## src/rtl/multicycle_controller.sv

```systemverilog
// ---------------------------------------------------------------------------
// multicycle_controller
//
// Main control FSM for a multi-cycle RV32I core. It steps one shared ALU, the
// unified instruction/data memory port and the register file through the
// fetch, decode, execute, memory and writeback steps. It also resolves branch
// outcomes, stalls on memory handshakes and counts retired instructions.
//
// Ports
//   clock                 system clock, rising edge
//   reset                 synchronous, active-high
//   opcode[6:0]           instruction bits [6:0] from the instruction register
//   funct3[2:0]           instruction bits [14:12]
//   zero                  ALU result == 0
//   alu_lsb               ALU result bit 0 (slt/sltu outcome)
//   memory_ready          memory completes the current access this cycle
//   PC_write              PC register load enable
//   address_select        0=PC, 1=result bus
//   memory_write          memory write strobe
//   IR_write              instruction register (and old_PC) load enable
//   register_write        register file write enable
//   result_select[1:0]    00=ALU_out reg, 01=data reg, 10=ALU result direct
//   ALU_select_A[1:0]     00=PC, 01=old_PC, 10=rs1
//   ALU_select_B[1:0]     00=rs2, 01=immediate, 10=constant 4
//   ALU_op[1:0]           00=add, 01=branch compare, 10=funct-decoded
//   immediate_select[2:0] 000=I, 001=S, 010=B, 011=J
//   illegal_instruction   one-cycle pulse on an unsupported opcode
//   instructions_retired  retired-instruction count (wraps)
// ---------------------------------------------------------------------------
module multicycle_controller #(
  parameter int COUNTER_WIDTH = 32
) (
  input  logic                     clock,
  input  logic                     reset,
  input  logic [6:0]               opcode,
  input  logic [2:0]               funct3,
  input  logic                     zero,
  input  logic                     alu_lsb,
  input  logic                     memory_ready,
  output logic                     PC_write,
  output logic                     address_select,
  output logic                     memory_write,
  output logic                     IR_write,
  output logic                     register_write,
  output logic [1:0]               result_select,
  output logic [1:0]               ALU_select_A,
  output logic [1:0]               ALU_select_B,
  output logic [1:0]               ALU_op,
  output logic [2:0]               immediate_select,
  output logic                     illegal_instruction,
  output logic [COUNTER_WIDTH-1:0] instructions_retired
);

  localparam logic [3:0] FETCH    = 4'd0;
  localparam logic [3:0] DECODE   = 4'd1;
  localparam logic [3:0] MEMADR   = 4'd2;
  localparam logic [3:0] MEMREAD  = 4'd3;
  localparam logic [3:0] MEMWB    = 4'd4;
  localparam logic [3:0] MEMWRITE = 4'd5;
  localparam logic [3:0] EXECUTER = 4'd6;
  localparam logic [3:0] EXECUTEI = 4'd7;
  localparam logic [3:0] ALUWB    = 4'd8;
  localparam logic [3:0] BRANCH   = 4'd9;
  localparam logic [3:0] JAL      = 4'd10;

  localparam logic [6:0] OP_LOAD   = 7'b0000011;
  localparam logic [6:0] OP_STORE  = 7'b0100011;
  localparam logic [6:0] OP_RTYPE  = 7'b0110011;
  localparam logic [6:0] OP_ITYPE  = 7'b0010011;
  localparam logic [6:0] OP_BRANCH = 7'b1100011;
  localparam logic [6:0] OP_JAL    = 7'b1101111;

  // slt/sltu comparisons leave their outcome in alu_lsb; beq/bne use zero.
  // funct3 010/011 are not branch encodings and never redirect the PC.
  function automatic logic branch_taken(input logic [2:0] f3,
                                        input logic       z,
                                        input logic       lsb);
    logic t;
    case (f3)
      3'b000:         t = z;
      3'b001:         t = ~z;
      3'b100, 3'b110: t = lsb;
      3'b101, 3'b111: t = ~lsb;
      default:        t = 1'b0;
    endcase
    return t;
  endfunction

  logic [3:0]               state_q, state_d;
  logic [COUNTER_WIDTH-1:0] count_q, count_d;
  logic                     retire_s;
  logic                     pc_write_s;
  logic                     memory_write_s;
  logic                     ir_write_s;
  logic                     register_write_s;
  logic                     illegal_s;

  // Next state, retirement and all per-state control outputs.
  always_comb begin
    state_d          = state_q;
    retire_s         = 1'b0;
    pc_write_s       = 1'b0;
    memory_write_s   = 1'b0;
    ir_write_s       = 1'b0;
    register_write_s = 1'b0;
    illegal_s        = 1'b0;
    address_select   = 1'b0;
    result_select    = 2'b00;
    ALU_select_A     = 2'b00;
    ALU_select_B     = 2'b00;
    ALU_op           = 2'b00;
    case (state_q)
      FETCH: begin
        // ALU computes PC+4 and it is written straight back as the new PC.
        ALU_select_B  = 2'b10;
        result_select = 2'b10;
        ir_write_s    = memory_ready;
        pc_write_s    = memory_ready;
        if (memory_ready) begin
          state_d = DECODE;
        end else begin
          state_d = FETCH;
        end
      end
      DECODE: begin
        // old_PC + imm is latched into ALU_out for a later branch/jal.
        ALU_select_A = 2'b01;
        ALU_select_B = 2'b01;
        case (opcode)
          OP_LOAD, OP_STORE: state_d = MEMADR;
          OP_RTYPE:          state_d = EXECUTER;
          OP_ITYPE:          state_d = EXECUTEI;
          OP_BRANCH:         state_d = BRANCH;
          OP_JAL:            state_d = JAL;
          default: begin
            illegal_s = 1'b1;
            state_d   = FETCH;
          end
        endcase
      end
      MEMADR: begin
        ALU_select_A = 2'b10;
        ALU_select_B = 2'b01;
        // opcode[5] separates store (0100011) from load (0000011).
        if (opcode[5]) begin
          state_d = MEMWRITE;
        end else begin
          state_d = MEMREAD;
        end
      end
      MEMREAD: begin
        address_select = 1'b1;
        if (memory_ready) begin
          state_d = MEMWB;
        end else begin
          state_d = MEMREAD;
        end
      end
      MEMWB: begin
        result_select    = 2'b01;
        register_write_s = 1'b1;
        retire_s         = 1'b1;
        state_d          = FETCH;
      end
      MEMWRITE: begin
        address_select = 1'b1;
        memory_write_s = 1'b1;
        if (memory_ready) begin
          retire_s = 1'b1;
          state_d  = FETCH;
        end else begin
          state_d  = MEMWRITE;
        end
      end
      EXECUTER: begin
        ALU_select_A = 2'b10;
        ALU_op       = 2'b10;
        state_d      = ALUWB;
      end
      EXECUTEI: begin
        ALU_select_A = 2'b10;
        ALU_select_B = 2'b01;
        ALU_op       = 2'b10;
        state_d      = ALUWB;
      end
      ALUWB: begin
        register_write_s = 1'b1;
        retire_s         = 1'b1;
        state_d          = FETCH;
      end
      BRANCH: begin
        // PC loads the target held in ALU_out only when the compare says so.
        ALU_select_A = 2'b10;
        ALU_op       = 2'b01;
        pc_write_s   = branch_taken(funct3, zero, alu_lsb);
        retire_s     = 1'b1;
        state_d      = FETCH;
      end
      JAL: begin
        // PC takes the target from ALU_out while the ALU forms old_PC+4,
        // which ALUWB then writes to rd.
        ALU_select_A = 2'b01;
        ALU_select_B = 2'b10;
        pc_write_s   = 1'b1;
        state_d      = ALUWB;
      end
      default: begin
        state_d = FETCH;
      end
    endcase
  end

  // Immediate format follows the opcode directly, independent of state.
  always_comb begin
    case (opcode)
      OP_STORE:  immediate_select = 3'b001;
      OP_BRANCH: immediate_select = 3'b010;
      OP_JAL:    immediate_select = 3'b011;
      default:   immediate_select = 3'b000;
    endcase
  end

  // Retired-instruction count advances on the same edge that returns to FETCH.
  always_comb begin
    if (retire_s) begin
      count_d = count_q + COUNTER_WIDTH'(1);
    end else begin
      count_d = count_q;
    end
  end

  // State and counter registers.
  always_ff @(posedge clock) begin
    if (reset) begin
      state_q <= FETCH;
      count_q <= {COUNTER_WIDTH{1'b0}};
    end else begin
      state_q <= state_d;
      count_q <= count_d;
    end
  end

  // Every write-type enable is suppressed while reset is high so an aborted
  // instruction leaves no architectural side effects.
  assign PC_write             = pc_write_s       & ~reset;
  assign memory_write         = memory_write_s   & ~reset;
  assign IR_write             = ir_write_s       & ~reset;
  assign register_write       = register_write_s & ~reset;
  assign illegal_instruction  = illegal_s        & ~reset;
  assign instructions_retired = count_q;

endmodule

```

## config.mk

```make
export PLATFORM = sky130hd
export DESIGN_NAME = multicycle_controller
export DESIGN_NICKNAME = d
export VERILOG_FILES = /design/src/rtl/multicycle_controller.sv
export SDC_FILE = /design/constraint.sdc
export NUM_CORES = 1
export LEC_CHECK = 0
export ABC_AREA = 1
export BUFFER_PORTS_ARGS = -buffer_cell sky130_fd_sc_hd__clkbuf_2
export CORE_MARGIN = 2
export CORE_UTILIZATION = 53
export DETAILED_ROUTE_END_ITERATION = 10
export PLACE_DENSITY = 0.8
export SLEW_MARGIN = 20
export SYNTH_ARGS = -nofsm -noshare
export SYNTH_HDL_FRONTEND = slang
export SYNTH_SLANG_ARGS = --single-unit
```

## constraint.sdc

```tcl
create_clock -name clock -period 1.8 [get_ports clock]
set_input_delay 0.09 -clock clock [delete_from_list [all_inputs] [get_ports clock]]
set_output_delay 0.09 -clock clock [all_outputs]
set_load 0.05 [all_outputs]
```

==> qor.yml <==
outcome:
  outcome: "completed"
synth:
  synth_area_um2: 2440
  ys_async_sr_fraction: 0
  yosysWarnings: 0
  ys.flop_type: "dfxtp_1"
  synth_edf_count: 0
  syn_avg_cell_area_um2: 6.03
  synth_top_area_share: 0.296
  ys_seq_area_frac: 0.296
  synth_cell_type_count: 35
  yosysMostFrequentCell: "nand2_1"
  syn_inst: 404
  yosysTopAreaCell: "dfxtp_1"
  synth_area_leaders: "dfxtp_1, nand2_1, nor2_1"
  synthTopCellsByCount: "nand2_1, nor2_1, inv_1"
  ys_ff_latch: 36
  syn_nets: 420
global_routing:
  gr-total-overflow: 0
  grt_antenna_before_repair: 0
  grt_pass1_vias: 2256
  grt_first_pass_wirelength_um: 9730
  grt_max_degree: 28
  grt.total_usage: 0.233
job:
  max_cap_violations: 0
route:
  drt-met1-wl_um: 2720
  drtIter0Drc: 178
  via_count: 2687
  vias_per_cell: 5.19
  wl_met3_um: 396
  wl_met2_um: 2640
  routed.top_layer: "met4"
  drc: 0
  wl_um: 5850
  ant_nets: 0
  dr.pass1.iters: 4
  wire_per_inst_um: 11.3
timing:
  finalMaxSlewViolations: 0
  fin_skew_ns: 0.00539
  finalHoldViolations: 0
  max_freq_ghz: 0.582
  rsz0062_at_grt: "no"
  min_period_over_period: 0.954
  setup_ws_ns: 0.0829
  setup_viol_count_final: 0
  period_minus_slack_ns: 1.72
  setup_tns_ns: 0
setup_path:
  rrSetupSlack_ns: 0.22
  start_kind: "flop"
  cp_max_fo: 6
  cp.required_ns: 1.71
  crit_type: "reg -> out"
  cp.arrival_ns: 1.63
  worstSetupEndpointType: "output port"
floorplan:
  dieArea_um2: 5160
  io_pins: 64
  die_x_um: 71.8
  start_util: 0.556
  die_h_um: 71.8
  row_count: 24
  coreArea_um2: 4380
placement:
  dp_hpwl_um: 4430
  place.gp.congestion: 0.944
  port_buffers: 62
  place_ws_ns: 0.251
finish:
  fillCellCount: 428
  register_area_um2: 723
  area_growth_pct: 18.3
  multi_input_area_um2: 1430
  insertedDiodeCount: 0
  final_nets: 484
  layout-drive-gt1-share: 0.215
power:
  power_density_nw_per_um2: 504
  power_leakage_nw: 1.34
  irDropWorstVdd_mv: 0.312
  power.total_mw: 1.45
clock_network:
  tritoncts: "built"
  cts_root_buf: "clkbuf_8"
  clk_latency_ns: 0.28
  cts_max_level: 2
  clk_path_buf_depth: 2
  path_clk_slew_ns: 0.06
  ctsHoldBuffers: 0
  cts_buffers: 5
  cts_sinks: 36
min_path:
  hp-class: "in -> reg"
[final timing paths]
check	endpoint	startpoint	depth (start not counted)
setup / recovery	illegal_instruction	state_q[0]$_SDFF_PP0_	7
hold / removal	state_q[0]$_SDFF_PP0_	reset	2
setup reg to reg	instructions_retired[16]$_SDFFE_PP0P_	instructions_retired[0]$_SDFFE_PP0P_	8
hold reg to reg	instructions_retired[1]$_SDFFE_PP0P_	instructions_retired[1]$_SDFFE_PP0P_	2
[where the power goes]
part | switching (mW) | internal (mW)
logic | 0.103 | 0.0391
registers | 0.00181 | 0.798
clock network | 0.262 | 0.249
total | 0.366 | 1.09
[routing by layer]
metal  track usage  vias up
met2         0.358       91
met4        0.0922        0
met5             0        -
li1              -     1392
met1         0.326     1192
met3        0.0408       12
[sequential cells by signal (all words and copies together), names as in the netlist]
| signal | cells |
|---|---|
| instructions_retired | 32 |
| state_q | 4 |
[placed cells by master (no fill, tap or decap), types with 2 or more instances in the layout]
master and n:
buf_4 4, nand2_1 107, a21oi_1 23, a21boi_0 2, clkbuf_8 5, nand3_1 27, nor2_4 6, nand3_2 4
o21bai_1 2, nor2_1 71, inv_2 2, inv_1 59, or2_2 2, nor2_2 4, dfxtp_2 2, clkbuf_2 61
dfxtp_1 34, nor3_1 9, nand4_1 14, o21ai_0 11, nor3_2 2
[area by class of cell]
cell class,instances,area share
Clock buffer,5,0.0239
Inverter,61,0.0794
Sequential cell,36,0.251
Multi-Input combinational cell,297,0.497
Timing Repair Buffer,67,0.126
Tap cell,52,0.0226
[what timing repair did]
item | in CTS | in global routing
endpoints found under the setup margin | 0 | 1
buffers inserted | 0 | 0
resized for setup | 0 | 2
[logic make-up (layout without fill, tap and decap cells)]
group | after synthesis | in the layout | share of synthesized area
AO/OA/AOI/OAI | 40 | 40 | 0.0888
XOR/XNOR | 1 | 1 | 0.00359
adder cells (fa/ha/maj) | 1 | 1 | 0.00513
buffers and inverters | 71 | 133 | 0.121
flip-flops | 36 | 36 | 0.296
other | 1 | 1 | 0.00154
AND/OR/NAND/NOR | 254 | 254 | 0.485
[through the flow]
| stage | instances | area [um2] | hold WS [ns] | util |
|---|---|---|---|---|
| after floorplan | 404 | 2450 | 0.253 | - |
| after global placement | 513 | 2810 | 0.421 | 0.641 |
| after detailed placement | 513 | 2810 | 0.418 | 0.641 |
| after CTS | 518 | 2880 | 0.117 | 0.657 |
| after global routing | 518 | 2880 | 0.157 | 0.658 |
| final | 518 | 2880 | 0.128 | 0.658 |
[worst max-delay path, cell delays in order, from the launching register on]
cell	delay, ns
dfxtp_1	0.36
inv_2	0.09
nor2_2	0.13
nand2_1	0.14
inv_1	0.13
nand3_1	0.10
nor3_2	0.15
clkbuf_4	0.24
(Power assumes the default switching activity.)
